File: src/rtl/pc_gen_if.sv
// Fetch-side bundle between the control unit, the PC generator and the instruction ROM.
// The PC generator takes the slave view; whoever drives stall/flush/branches takes the master view.
interface pc_gen_if #(
    parameter int ADDR_W = 32
);
    logic              stall;
    logic              flush;
    logic [ADDR_W-1:0] new_pc;
    logic              branch_flag;
    logic [ADDR_W-1:0] branch_target;
    logic [ADDR_W-1:0] pc;
    logic              ce;
    logic              pend_valid;
    logic              addr_misalign;

    modport master (
        output stall, flush, new_pc, branch_flag, branch_target,
        input  pc, ce, pend_valid, addr_misalign
    );

    modport slave (
        input  stall, flush, new_pc, branch_flag, branch_target,
        output pc, ce, pend_valid, addr_misalign
    );
endinterface

File: src/rtl/pc_gen.sv
// Program-counter generator for the fetch stage: reset vector, sequential step, stall hold,
// branch redirect, flush redirect, and a one-entry buffer for branches that arrive during a stall.
module pc_gen #(
    parameter int              ADDR_W    = 32,
    parameter logic [ADDR_W-1:0] RESET_VEC = '0,
    parameter int              STEP      = 4,
    parameter int              ALIGN_LSB = 2
) (
    input  logic      clk,
    input  logic      rst,
    pc_gen_if.slave   pcBus
);

    // StRst holds ce low; the first edge out of it is the boot edge, which only raises ce
    // so that the first fetch is at RESET_VEC and all redirects are ignored.
    typedef enum logic {
        StRst,
        StRun
    } state_e;

    state_e            state_q, state_d;
    logic [ADDR_W-1:0] pc_q, pc_d;
    logic              pendValid_q, pendValid_d;
    logic [ADDR_W-1:0] pendTarget_q, pendTarget_d;
    logic              ceOut;

    always_ff @(posedge clk) begin
        if (rst) begin
            state_q      <= StRst;
            pc_q         <= RESET_VEC;
            pendValid_q  <= 1'b0;
            pendTarget_q <= '0;
        end else begin
            state_q      <= state_d;
            pc_q         <= pc_d;
            pendValid_q  <= pendValid_d;
            pendTarget_q <= pendTarget_d;
        end
    end

    // In RUN the rules are strictly ordered: flush, stall, fresh branch, buffered branch, step.
    always_comb begin
        state_d      = state_q;
        pc_d         = pc_q;
        pendValid_d  = pendValid_q;
        pendTarget_d = pendTarget_q;
        unique case (state_q)
            StRst: begin
                state_d = StRun;
            end
            StRun: begin
                if (pcBus.flush) begin
                    pc_d        = pcBus.new_pc;
                    pendValid_d = 1'b0;
                end else if (pcBus.stall) begin
                    if (pcBus.branch_flag) begin
                        pendTarget_d = pcBus.branch_target;
                        pendValid_d  = 1'b1;
                    end
                end else if (pcBus.branch_flag) begin
                    pc_d        = pcBus.branch_target;
                    pendValid_d = 1'b0;
                end else if (pendValid_q) begin
                    pc_d        = pendTarget_q;
                    pendValid_d = 1'b0;
                end else begin
                    pc_d = pc_q + ADDR_W'(STEP);
                end
            end
            default: begin
                state_d = StRst;
            end
        endcase
    end

    assign ceOut            = (state_q == StRun);
    assign pcBus.ce         = ceOut;
    assign pcBus.pc         = pc_q;
    assign pcBus.pend_valid = pendValid_q;

    // Misalignment is only flagged, never corrected; a zero-width check is disabled.
    generate
        if (ALIGN_LSB == 0) begin : gNoAlign
            assign pcBus.addr_misalign = 1'b0;
        end else begin : gAlign
            assign pcBus.addr_misalign = ceOut && (pc_q[ALIGN_LSB-1:0] != '0);
        end
    endgenerate

endmodule

File: src/flat_wrapper.sv
// flat-port wrapper written by rule: the top's interface ports become plain ports
module pc_gen_flat 
#(
    parameter int              ADDR_W    = 32,
    parameter logic [ADDR_W-1:0] RESET_VEC = '0,
    parameter int              STEP      = 4,
    parameter int              ALIGN_LSB = 2
)
  (clk, rst, pcBus_stall, pcBus_flush, pcBus_new_pc, pcBus_branch_flag, pcBus_branch_target, pcBus_pc, pcBus_ce, pcBus_pend_valid, pcBus_addr_misalign);
  pc_gen_if #(.ADDR_W(ADDR_W)) pcBus_i ();
  input  logic clk;
  input  logic rst;
  input wire logic [$bits(pcBus_i.stall)-1:0] pcBus_stall;
  input wire logic [$bits(pcBus_i.flush)-1:0] pcBus_flush;
  input wire logic [$bits(pcBus_i.new_pc)-1:0] pcBus_new_pc;
  input wire logic [$bits(pcBus_i.branch_flag)-1:0] pcBus_branch_flag;
  input wire logic [$bits(pcBus_i.branch_target)-1:0] pcBus_branch_target;
  output wire logic [$bits(pcBus_i.pc)-1:0] pcBus_pc;
  output wire logic [$bits(pcBus_i.ce)-1:0] pcBus_ce;
  output wire logic [$bits(pcBus_i.pend_valid)-1:0] pcBus_pend_valid;
  output wire logic [$bits(pcBus_i.addr_misalign)-1:0] pcBus_addr_misalign;
  assign pcBus_i.stall = pcBus_stall;
  assign pcBus_i.flush = pcBus_flush;
  assign pcBus_i.new_pc = pcBus_new_pc;
  assign pcBus_i.branch_flag = pcBus_branch_flag;
  assign pcBus_i.branch_target = pcBus_branch_target;
  assign pcBus_pc = pcBus_i.pc;
  assign pcBus_ce = pcBus_i.ce;
  assign pcBus_pend_valid = pcBus_i.pend_valid;
  assign pcBus_addr_misalign = pcBus_i.addr_misalign;
  pc_gen #(.ADDR_W(ADDR_W), .RESET_VEC(RESET_VEC), .STEP(STEP), .ALIGN_LSB(ALIGN_LSB)) u_core (.clk(clk), .rst(rst), .pcBus(pcBus_i));
endmodule
File: config.mk
export PLATFORM = sky130hd
export DESIGN_NAME = pc_gen_flat
export DESIGN_NICKNAME = d
export VERILOG_FILES = /design/src/rtl/pc_gen_if.sv /design/src/rtl/pc_gen.sv /design/src/flat_wrapper.sv
export SDC_FILE = /design/constraint.sdc
export NUM_CORES = 1
export LEC_CHECK = 0
export CORE_MARGIN = 4
export CORE_UTILIZATION = 45
export CTS_CLUSTER_SIZE = 12
export DETAILED_ROUTE_END_ITERATION = 12
export PLACE_DENSITY = 0.87
export SLEW_MARGIN = 20
export SYNTH_ARGS = -nofsm -noshare
export SYNTH_HDL_FRONTEND = slang
export SYNTH_SLANG_ARGS = --single-unit
File: constraint.sdc
create_clock -name clk -period 2.69 [get_ports clk]
set_input_delay 0.807 -clock clk [delete_from_list [all_inputs] [get_ports clk]]
set_output_delay 0.807 -clock clk [all_outputs]
set_load 0.01 [all_outputs]
* Word-level counts from Yosys, hierarchy flattened
Cells that the tools add are included.
** Cells by class
- Add/sub/neg operators :: 1
- Equality and inequality tests :: 2
- Muxes and demuxes :: 8
- Bitwise operators :: 1
- Reductions and logical operators :: 5
** Operator list (count)
- two-way mux 32 bit :: 4
- adder 32 x 3 -> 32 bit (second input constant) :: 1
- two-way mux 1 bit :: 4
- AND reduction 2 bit :: 2
- AND reduction 4 bit :: 1
- != test 3 x 1 -> 1 bit (second input constant) :: 1
- != test 2 x 1 -> 1 bit (second input constant) :: 1
- nonzero test 2 bit :: 1
- logical AND 1 bit :: 1
- NOT 1 bit :: 1
** Word-level totals
- Flip-flop bits (word level) :: 66
- Input bits :: 69
- Output and inout port bits :: 35
- Logic and storage cells :: 21

* Longest topological paths before layout
- Word-level depth :: 5
- Gate-level depth with buffers :: 7
- Mapped depth without buffers :: 6

* Worst setup path before layout
OpenSTA, ideal clock, no wires.
- Path type :: input -> register
- From :: input pcBus_flush
- To :: register u_core.pc_q[26], in the netlist u_core.pcBus.pc[26]
- Buffers on the path :: 3
- Stages :: 7
- Arrival time :: 1.991 ns
- Slack :: 0.584 ns
- Setup time :: 0.115 ns
- Data required time :: 2.575 ns
- Cell sequence :: nand2b_1 clkbuf_1 nand2_1 clkbuf_1 buf_1 a31oi_1 o21a_1
** On the way
- Longest elaborated chain between the ends :: 2
- Elaborated cells on any way between the ends :: 3
- Those cells by class :: eq/ne: 1; mux: 1; reduce/logical: 1
** RTL lines
- start, declared :: line flat_wrapper.sv:14 : input wire logic [$bits(pcBus_i.flush)-1:0] pcBus_flush;
- != test 2 x 1 -> 1 bit (no line)
- AND reduction 2 bit (no line)
- end signal, assigned :: line pc_gen.sv:35 : pc_q <= pc_d;
- end, declared :: line pc_gen.sv:22 : logic [ADDR_W-1:0] pc_q, pc_d;
Several ways; a longest one is shown, not always the timed one.
A chain may end at the register's enable or synchronous reset.

* Final worst setup path
- From :: register u_core.state_q, in the netlist u_core.pcBus.ce
- To :: output pcBus_addr_misalign
** On the way
- Longest elaborated chain between the ends :: 1
** RTL lines
- start, declared :: line pc_gen.sv:21 : state_e state_q, state_d;
- start signal, assigned :: line pc_gen.sv:29 : state_q <= StRst;
- start signal, assigned :: line pc_gen.sv:34 : state_q <= state_d;
- logical AND 1 bit :: line pc_gen.sv:86 : assign pcBus.addr_misalign = ceOut && (pc_q[ALIGN_LSB-1:0] != '0);
- end, declared :: line flat_wrapper.sv:21 : output wire logic [$bits(pcBus_i.addr_misalign)-1:0] pcBus_addr_misalign;
Every way passes these cells.

==> qor.csv <==
stage;metric;value;unit
status;status;finished, final reports clean;
setup_path;crit start category;flip-flop;
placed_design;Port Buffer Count;103;
yosys;Synth Cell Area;3966;um^2
yosys;Synth cell types;58;
cells_and_area;ANT cells;0;
yosys;Post-Synth Simple-Gate Area;0.2713;
power_and_ir_drop;Flop pwr share;0.444;
die;die area;10380;um^2
placed_design;Placer Congestion;0.9183;
cells_and_area;Area growth, synth to finish;34.48;%
power_and_ir_drop;PD cells;464.3;nW/um^2
yosys;largest family of logic cells by synthesized area;compound AO/OA/AOI/OAI gates;
setup_path;reg2reg setup slack;0.46;ns
power_and_ir_drop;P_sw;725.9;uW
sta;Setup TNS;0;ns
drt;Iteration-0 DRC Markers;514;
grt;global-route wire length before repair;22100;um
sta;Slew @ Worst Pin;0.7805;ns
cts;cts repair resizes;0;
drt;Routed Antenna Nets;0;
cts;postcts setup bufs;0;
setup_path;critical path start-end classification;reg2out;
yosys;register area share after synthesis;0.3331;
cts;Worst-Skew Late Latency;0.36;ns
drt;vias;4720;
cts;Post-CTS Hold Fix Bufs;0;
setup_path;Setup crit start;u_core.pcBus.ce;
cts;clk root buf;clkbuf_8;
cts;total CTS buffers;9;
cts;CTS sink count;66;
drt;First-pass DRT Iterations;5;
sta;Slew Viols, Final;0;
setup_path;worst setup path endpoint;pcBus_addr_misalign;
sta;final hold violations;0;
die;core area;8382;um^2
cts;CTS tree;built;
power_and_ir_drop;combinational power share;0.219;
yosys;proportion of synthesized area in mux cells;0.01293;
die;io pins;104;
yosys;Synth Instances;554;
sta;unrepaired setup endpoints after global routing;no;
cells_and_area;# nets final;713;
yosys;Post-synth ARST share;0;
cts;CTS clk-pin slew, worst paths;0.07;ns
setup_path;worst r2r path cells;5;
setup_path;Req. time, crit path;1.88;ns
sta;relative slew slack;0.4749;
cts;clk buf depth;2;
yosys;Adder-Cell Fraction of Synth Area;0.003155;
die;Initial Util;0.4732;
power_and_ir_drop;P_int;1.751;mW
flow_run;max-cap violation count;0;
setup_path;reg-to-reg endpoint;u_core.pcBus.pc[28];
yosys;Synth Net Count;624;
sta;clock skew;0.01241;ns
cells_and_area;FILL cells;709;
sta;Max Fclk;419.9;MHz
cts;H-tree Lvls;3;
sta;period utilisation layout;0.8852;
grt;GRT overflow;0;
power_and_ir_drop;Clock Power Share;0.338;
power_and_ir_drop;Peak VDD IR;0.0002206;V
sta;final setup vio count;0;
setup_path;Arr. time, crit path;1.57;ns
drt;DRC;0;
cells_and_area;share of cells above drive strength 1;0.08346;
die;Die X;101.9;um
yosys;Compound-Gate Fraction of Synth Area;0.3006;
drt;DR vias/cell;6.277;
grt;initial antenna violation count;0;
yosys;Post-Synth XOR/XNOR Area;0.02429;
grt;vias in the first global route;4427;
yosys;Synth Register Bits;66;
setup_path;CP Capture Type;output port;
power_and_ir_drop;sw frac;0.2931;
grt;largest net degree at the start of global routing;41;
yosys;Post-synth top flop;dfxtp_1;
worst_hold_path;Hold Crit Class;reg2reg;
setup_path;worst-path maximum fanout;6;
drt;drt wl/cell;18.56;um
grt;all-layer global routing usage;0.2683;
die;# rows;33;
power_and_ir_drop;leak pwr;1.855;nW
drt;WL final;13960;um
yosys;number of flops mapped to enable cells by yosys;0;
setup_path;Crit Reg-Reg Startpoint;u_core.pcBus.pc[8];
yosys;YS warnings;0;
yosys;syn avg cell area;7.159;um^2
sta;Tmin final;2.381;ns
power_and_ir_drop;power consumption;2.477;mW
die;Die Ht;101.9;um
placed_design;Post-DP HPWL;9750;um
==> metrics by stage <==
stage,instances,hold slack [ns],setup WS [ns],util,cell area (um^2)
6_report,752,0.4547,0.3087,0.6364,5334
3_3_place_gp,737,0.4390,0.1796,0.6143,5149
2_1_floorplan,554,0.4318,0.5840,-,3966
3_5_place_dp,737,0.4457,0.1097,0.6143,5149
4_1_cts,752,0.4552,0.3103,0.6364,5334
5_1_grt,752,0.4789,0.2506,0.6364,5334
==> area by class of cell <==
type,instances,area (um^2),share of cell area
Multi-Input combinational cell,431,2431,0.4558
Sequential cell,66,1321,0.2477
Timing Repair Buffer,126,1231,0.2308
Clock buffer,12,145.1,0.02721
Tap cell,105,131.4,0.02463
Clock inverter,3,40.04,0.007506
Inverter,9,33.78,0.006334
==> logic make-up (layout without fill, tap and decap cells) <==
| kind of cell | count (synthesis) | count (layout) |
|---|---|---|
| mux | 5 | 5 |
| buf+inv | 57 | 150 |
| flops | 66 | 66 |
| fa+ha+maj | 1 | 1 |
| xor+xnor | 11 | 11 |
| simple gates | 227 | 227 |
| compound gates | 187 | 187 |
==> synth_stat cells (4+ instances only) <==
cell / n / share of area
a211oi_1: 9 / 0.017
a21oi_1: 68 / 0.086
a311oi_1: 4 / 0.0088
a31o_2: 4 / 0.0088
a31oi_1: 7 / 0.011
and3_1: 8 / 0.013
buf_1: 4 / 0.0038
clkbuf_1: 42 / 0.040
dfxtp_1: 66 / 0.33
inv_1: 9 / 0.0085
mux2i_1: 4 / 0.010
nand2_1: 117 / 0.11
nand2b_1: 9 / 0.014
nand3_1: 19 / 0.024
nand4_1: 11 / 0.017
nor2_1: 25 / 0.024
nor2b_1: 7 / 0.011
nor3_1: 8 / 0.010
nor4_1: 4 / 0.0063
o211ai_1: 12 / 0.023
o21ai_0: 32 / 0.040
o221ai_1: 7 / 0.015
o22ai_1: 10 / 0.016
o41ai_1: 4 / 0.0088
or2_2: 5 / 0.0079
xor2_1: 8 / 0.018
==> flip-flops by register name, indices dropped and copies added, names as in the netlist <==
name / flops
u_core.pendTarget_q: 32
u_core.pcBus.ce: 1
u_core.pcBus.pend_valid: 1
u_core.pcBus.pc: 32
==> critical path: stages, from the launching register on <==
cell	delay, ns
dfxtp_1	0.50
o21a_1	0.18
clkdlybuf4s50_1	0.53
==> worst min-delay path by stage <==
stage	start	to	depth (start not counted)
after floorplan	u_core.pendTarget_q[25]	u_core.pendTarget_q[25]	2
after global placement	u_core.pendTarget_q[1]	u_core.pendTarget_q[1]	2
after detailed placement	u_core.pendTarget_q[1]	u_core.pendTarget_q[1]	2
after CTS	u_core.pendTarget_q[1]	u_core.pendTarget_q[1]	2
after global routing	u_core.pendTarget_q[16]	u_core.pendTarget_q[16]	2
final	u_core.pendTarget_q[17]	u_core.pendTarget_q[17]	2
==> power by group through the flow <==
stage	combinational, mW	sequential [mW]	clock [mW]
detailed placement	0.531	1.12	0
global route	0.581	1.11	0.873
CTS	0.535	1.10	0.833
global placement	0.520	1.12	0
floorplan	0.249	1.11	0
finish	0.541	1.10	0.836
==> cells in the final DEF (no fill, tap or decap), types with 5 or more instances in the layout <==
cell,count
a31oi_1,7
nand2b_1,9
nand3_1,19
nor3_1,8
a21oi_1,68
o22ai_1,10
o221ai_1,7
o211ai_1,12
o21ai_0,32
nor2_1,24
or2_2,5
xor2_1,8
nor2b_1,7
clkdlybuf4s50_1,101
a211oi_1,9
buf_4,20
clkbuf_8,10
and3_1,8
dfxtp_1,66
nand4_1,11
inv_1,9
nand2_1,117
==> per-layer routing <==
layer	track usage	up-vias	wire, um
met5	0	-	0
met4	0.09485	0	373
met3	0.03891	46	1557
met2	0.4472	334	6509
met1	0.3559	2155	5517
li1	-	2185	-
Note: power is estimated with default switching activity, not from simulation.
